===== src/rtl/mux_scan_ctrl.sv =====
// mux_scan_ctrl: drives the 4:1 mux selects through a..d, waits SETTLE
// cycles per channel, samples mux_out and publishes a 4-bit word.
//
// Ports:
//   clk      system clock, rising edge
//   reset    synchronous active-high reset
//   start    request one scan (sampled in IDLE only)
//   abort    cancel scan in progress (sampled in SCAN only)
//   mux_out  output of the external 4:1 mux
//   s1, s2   registered mux select, {s1,s2} = channel index
//   word     last completed scan, word[i] = channel i
//   valid    one-cycle pulse when word updates
//   busy     high while a scan is in progress
module mux_scan_ctrl #(
    parameter int SETTLE = 2
) (
    input  logic       clk,
    input  logic       reset,
    input  logic       start,
    input  logic       abort,
    input  logic       mux_out,
    output logic       s1,
    output logic       s2,
    output logic [3:0] word,
    output logic       valid,
    output logic       busy
);

    typedef enum logic {
        IDLE = 1'b0,
        SCAN = 1'b1
    } state_t;

    state_t     r_state;
    state_t     w_next;
    logic [1:0] r_chan;
    logic [3:0] r_cnt;
    logic [2:0] r_shadow;
    logic [3:0] r_word;
    logic       r_valid;
    logic       w_sample;
    logic       w_last;

    // Sample when the current channel has been stable for SETTLE cycles.
    assign w_sample = (r_state == SCAN) && (r_cnt == 4'(SETTLE - 1));
    assign w_last   = w_sample && (r_chan == 2'd3);

    always_ff @(posedge clk) begin
        if (reset) begin
            r_state <= IDLE;
        end else begin
            r_state <= w_next;
        end
    end

    always_comb begin
        w_next = r_state;
        unique case (r_state)
            IDLE: if (start) w_next = SCAN;
            SCAN: if (abort || w_last) w_next = IDLE;
        endcase
    end

    always_ff @(posedge clk) begin
        if (reset) begin
            r_chan   <= 2'd0;
            r_cnt    <= 4'd0;
            r_shadow <= 3'd0;
            r_word   <= 4'd0;
            r_valid  <= 1'b0;
        end else begin
            r_valid <= 1'b0;
            unique case (r_state)
                IDLE: begin
                    r_chan <= 2'd0;
                    r_cnt  <= 4'd0;
                end
                SCAN: begin
                    if (abort) begin
                        r_chan   <= 2'd0;
                        r_cnt    <= 4'd0;
                        r_shadow <= 3'd0;
                    end else if (w_sample) begin
                        r_cnt <= 4'd0;
                        if (w_last) begin
                            // Last channel goes straight into word, so
                            // word never shows a partial scan.
                            r_word   <= {mux_out, r_shadow};
                            r_valid  <= 1'b1;
                            r_chan   <= 2'd0;
                            r_shadow <= 3'd0;
                        end else begin
                            r_shadow[r_chan] <= mux_out;
                            r_chan           <= r_chan + 2'd1;
                        end
                    end else begin
                        r_cnt <= r_cnt + 4'd1;
                    end
                end
            endcase
        end
    end

    always_comb begin
        s1    = r_chan[1];
        s2    = r_chan[0];
        word  = r_word;
        valid = r_valid;
        busy  = (r_state == SCAN);
    end

endmodule


===== config.mk =====
export PLATFORM = sky130hd
export DESIGN_NAME = mux_scan_ctrl
export DESIGN_NICKNAME = d
export VERILOG_FILES = /design/src/rtl/mux_scan_ctrl.sv
export SDC_FILE = /design/constraint.sdc
export NUM_CORES = 1
export LEC_CHECK = 0
export ABC_AREA = 1
export CAP_MARGIN = 20
export CORE_MARGIN = 1
export CORE_UTILIZATION = 49
export DETAILED_ROUTE_END_ITERATION = 6
export PLACE_DENSITY_LB_ADDON = 0.1
export SYNTH_ARGS = -nofsm -noshare
export SYNTH_HDL_FRONTEND = slang
export SYNTH_SLANG_ARGS = --single-unit

===== constraint.sdc =====
create_clock -name clk -period 1.3 [get_ports clk]
set_input_delay 0.195 -clock clk [delete_from_list [all_inputs] [get_ports clk]]
set_output_delay 0.195 -clock clk [all_outputs]
set_load 0.02 [all_outputs]

After elaboration in Yosys (flattened, before gate mapping)
Cells that the tools add are included.
{ "totals": {"ff_bits": 15, "in_bits": 5, "output_inout_bits": 8} }
{ "op_classes": {"addsub": 2, "magnitude_cmp": 2, "eq_ne": 3, "muxes": 17, "bitwise": 3, "n_reduce_logical": 8} }
{ "op_table": {"columns": ["cell", "n"], "rows": [
  ["$mux W3", 3],
  ["$mux W4", 2],
  ["$pmux W4 S2", 1],
  ["$mux W2", 3],
  ["$add A4 B1 Y4 const B", 1],
  ["$eq A4 B1 Y1 const B", 1],
  ["$mux W1", 4],
  ["$pmux W2 S2", 1],
  ["$reduce_and A4 Y1", 1],
  ["$reduce_or A4 Y1", 1],
  ["$bwmux W3", 1],
  ["$logic_and A1 B1 Y1", 3],
  ["$lt A2 B3 Y1 const B", 1],
  ["$ne A3 B2 Y1 const B", 1],
  ["$not A1 Y1", 3],
  ["$add A2 B1 Y2 const B", 1],
  ["$demux W1 S2", 1],
  ["$eq A2 B2 Y1 const B", 1],
  ["$ge A2 B1 Y1 const B", 1],
  ["$pmux W1 S2", 1],
  ["$reduce_and A2 Y1", 1],
  ["$reduce_bool A2 Y1", 1],
  ["$logic_or A1 B1 Y1", 1]
]} }

Depth between registers and ports, before layout
{ "depth": {"depth_word": 8, "ltp_mapped": 10, "ltp_nobuf": 10} }

Worst setup path before layout
No wires, ideal clock.
{ "synth_path": {"kind": "register -> register", "start": "register r_chan[0]", "end": "register r_shadow[0]", "arrival_ns": 1.086, "required_ns": 1.186, "setup_slack_ns": 0.101, "path_stages_with_launch": 7, "path_buffers": 0, "path_cell_list": "dfxtp_1 > ha_1 > nand3_1 > nand2_1 > nand2_1 > nand2_1 > nor2_2"} }
{ "synth_via": {"elab_chain_len": 8, "elab_cells_between_ends": 11} }
{ "synth_rtl": {"columns": ["element", "line_no", "rtl"], "rows": [
  ["start: declaration", "36", "logic [1:0] r_chan;"],
  ["start signal: assignment", "94", "r_chan <= r_chan + 2'd1;"],
  ["$lt A2 B3 Y1 (not written as such) / $ge A2 B1 Y1 (equally long branches)", "93", "r_shadow[r_chan] <= mux_out;"],
  ["$logic_and A1 B1 Y1 (not written as such)", "93", null],
  ["$mux W1 (not written as such)", "93", null],
  ["$demux W1 S2", "93", null],
  ["$bwmux W3", "93", null],
  ["$mux W3 (*)", "85", "if (w_last) begin"],
  ["$mux W3 (*)", "83", "end else if (w_sample) begin"],
  ["$mux W3 (*)", "79", "if (abort) begin"],
  ["end signal: indexed assignment", "93", null],
  ["end: declaration", "38", "logic [2:0] r_shadow;"]
]} }
Mark *: on every way between the ends. The rest lies on a longest branch, timed or not. The select of a mux whose other input is x is not followed.
A chain may end at the register's enable or synchronous reset.

Worst setup path after layout
{ "layout_path": {"start": "register r_state, in the netlist busy", "end": "output busy"} }
{ "layout_rtl": {"columns": ["element", "line_no", "rtl"], "rows": [
  ["start: declaration", "34", "state_t r_state;"],
  ["start signal: assignment", "52", "r_state <= w_next;"],
  ["end: declaration", "26", "output logic busy"]
]} }
No word-level cell between the ends.

==> impl_metrics.tcl <==
set metrics [dict create \
    outcome "completed" \
    wl_per_cell_um 9.29 \
    power.density_nw_per_um2 1010 \
    pre_cts_slack_ps -23.8 \
    netlist-cell-type-count 18 \
    setup_viol 0 \
    grt_usage_pct 18.2 \
    fin_ws_ps 43.2 \
    cts_sinks 15 \
    hold_buffers 0 \
    drc_errors 0 \
    antenna_found_initial 0 \
    syn_avg_cell_area_sq_um 7.74 \
    cts_tree "built" \
    netlist.area_leader.share_pct 40.8 \
    p_leak_nw 0.473 \
    nNetsFinal 124 \
    grt_pass1_wl_um 1970 \
    dieArea_sq_um 1660 \
    num_vias 609 \
    critPathBufInv 1 \
    clk_pin_slew_ps 90 \
    report.final.slew_viol_count 0 \
    path_class "reg2out" \
    detailed_place_hpwl_um 973 \
    yosys.area.top_type "dfxtp_1" \
    rsz0062_at_grt "true" \
    finalCriticalPeriod_ps 1260 \
    post_cts_buffers 0 \
    clockBufferDepth 2 \
    area_growth_pct 24.7 \
    die_h_um 40.8 \
    endpoint_kind "primary output" \
    multi_input_area_sq_um 394 \
    hold_viol_final 0 \
    cp_slowest_stage_delay_ps 420 \
    firstDrtPassIters 2 \
    seq_area_frac_synth_pct 40.8 \
    fmax_mhz 796 \
    yosysWarnings 0 \
    yosys-top-cells-area "dfxtp_1, nand2_1, ha_1" \
    worst-path-max-fanout 5 \
    synth_fp_nets 106 \
    rows 13 \
    drt-total-wl_um 1180 \
    tns_ps 0 \
    fin_skew_ps 0.583 \
    synthCells 95 \
    final_common_cell "nand2_1" \
    timing.hold.ws_ps 442 \
    start_util_pct 54.5 \
    port_buffers 12 \
    fill_cells 130 \
    worstPathArrival_ps 1060 \
    crit_chain "dlygate4sd2_1" \
    place_area_sq_um 882 \
    ant_nets 0 \
    regArea_sq_um 303 \
    viasPerCell 4.80 \
    diodes 0 \
    core_sq_um 1350 \
    gp_congestion 0.765 \
    cp_top_family "flip-flops" \
    drive_above_1_share_pct 20.5 \
    tightest_slew_ps 212 \
    syn-cell-area_sq_um 736 \
    grt_max_degree 10 \
    numCtsBuffers 3 \
    drt-initial-drc-count 5 \
    cap_viol_max_count 0 \
    final_cell_mix "nand2_1, inv_1, nor2_1, dfxtp_1, dlygate4sd2_1" \
    fin_area_sq_um 917 \
    clock_latency_ps 290 \
    p_total_uw 928 \
    die_w_um 40.8 \
    required_ps 1110 \
    grt-ovfl-total 0 \
    ir_drop_mv 0.739 \
    root_buffer "clkbuf_4" \
    htreeDepth 1 \
    cpMaxStageDelayCell "dfxtp_1" \
    hold_class "reg2reg" \
    startpoint_type "flip-flop" \
    ys_seq_elements 15 \
    grt_pass1_vias 528 \
    period_share_pct 96.7 \
    max-slew-margin-rel_pct 85.9 \
    ioPinCount 13 \
]
Yosys cell counts, drive strengths merged:
master,number
a21oi,1
xnor2,1
nand2,28
or2,1
o22ai,1
o21a,1
inv,15
dfxtp,15
nand4,1
nor2,21
nand3,4
ha,6
metal layers:
metal | GRT usage, % | share of wire [%] | vias up
li1 | - | - | 320
met1 | 21.7 | 47 | 278
met2 | 30.6 | 48 | 9
met3 | 4.89 | 3.3 | 2
met4 | 7.50 | 1.8 | 0
met5 | 0 | 0 | -
cell type report:
type / instances / share of cell area [%]
Inverter: 15 / 6.14
Clock inverter: 1 / 0.546
Timing Repair Buffer: 13 / 12.8
Clock buffer: 3 / 2.46
Tap cell: 15 / 2.05
Sequential cell: 15 / 33.0
Multi-Input combinational cell: 65 / 43.0
registers in the layout, summed over array words and instances (netlist names):
| register | count |
|---|---|
| busy | 1 |
| r_chan | 2 |
| r_cnt | 4 |
| r_shadow | 3 |
| valid | 1 |
| word | 4 |
logic make-up (layout without fill, tap and decap cells):
kind of cell / Yosys count / in the layout / synth area share, %
adders and majority gates: 6 / 6 / 10.2
AOI/OAI and AO/OA: 3 / 3 / 2.55
xor gates and xnor gates: 1 / 1 / 1.19
buffers and inverters: 15 / 32 / 7.65
DFF: 15 / 15 / 40.8
and+or+nand+nor: 55 / 55 / 37.6
worst paths after layout:
kind | cells after the start | end | slack (ps) | start
max | 1 | busy | 40 | busy$_SDFF_PP0_
min | 1 | r_cnt[0]$_SDFF_PP0_ | 440 | r_cnt[0]$_SDFF_PP0_
max reg2reg | 10 | r_shadow[2]$_SDFFE_PP0P_ | 100 | r_cnt[1]$_SDFF_PP0_
min reg2reg | 1 | r_cnt[0]$_SDFF_PP0_ | 440 | r_cnt[0]$_SDFF_PP0_
power breakdown:
group	switching (mW)	total (mW)	internal (mW)
Sequential	0.0229	0.504	0.481
Combinational	0.0909	0.155	0.0638
Clock	0.154	0.269	0.114
per-stage QoR:
step,utilization [%],cells
final,67.9,127
after global routing,67.9,127
after CTS,66.6,127
after detailed placement,65.3,123
after global placement,65.3,123
after floorplan,-,95
what timing repair did:
action,CTS,global route
resized for setup,8,7
cloned,0,0
setup endpoints to repair,8,10
pin swaps,0,1
Power figures use the tool's default switching activity.
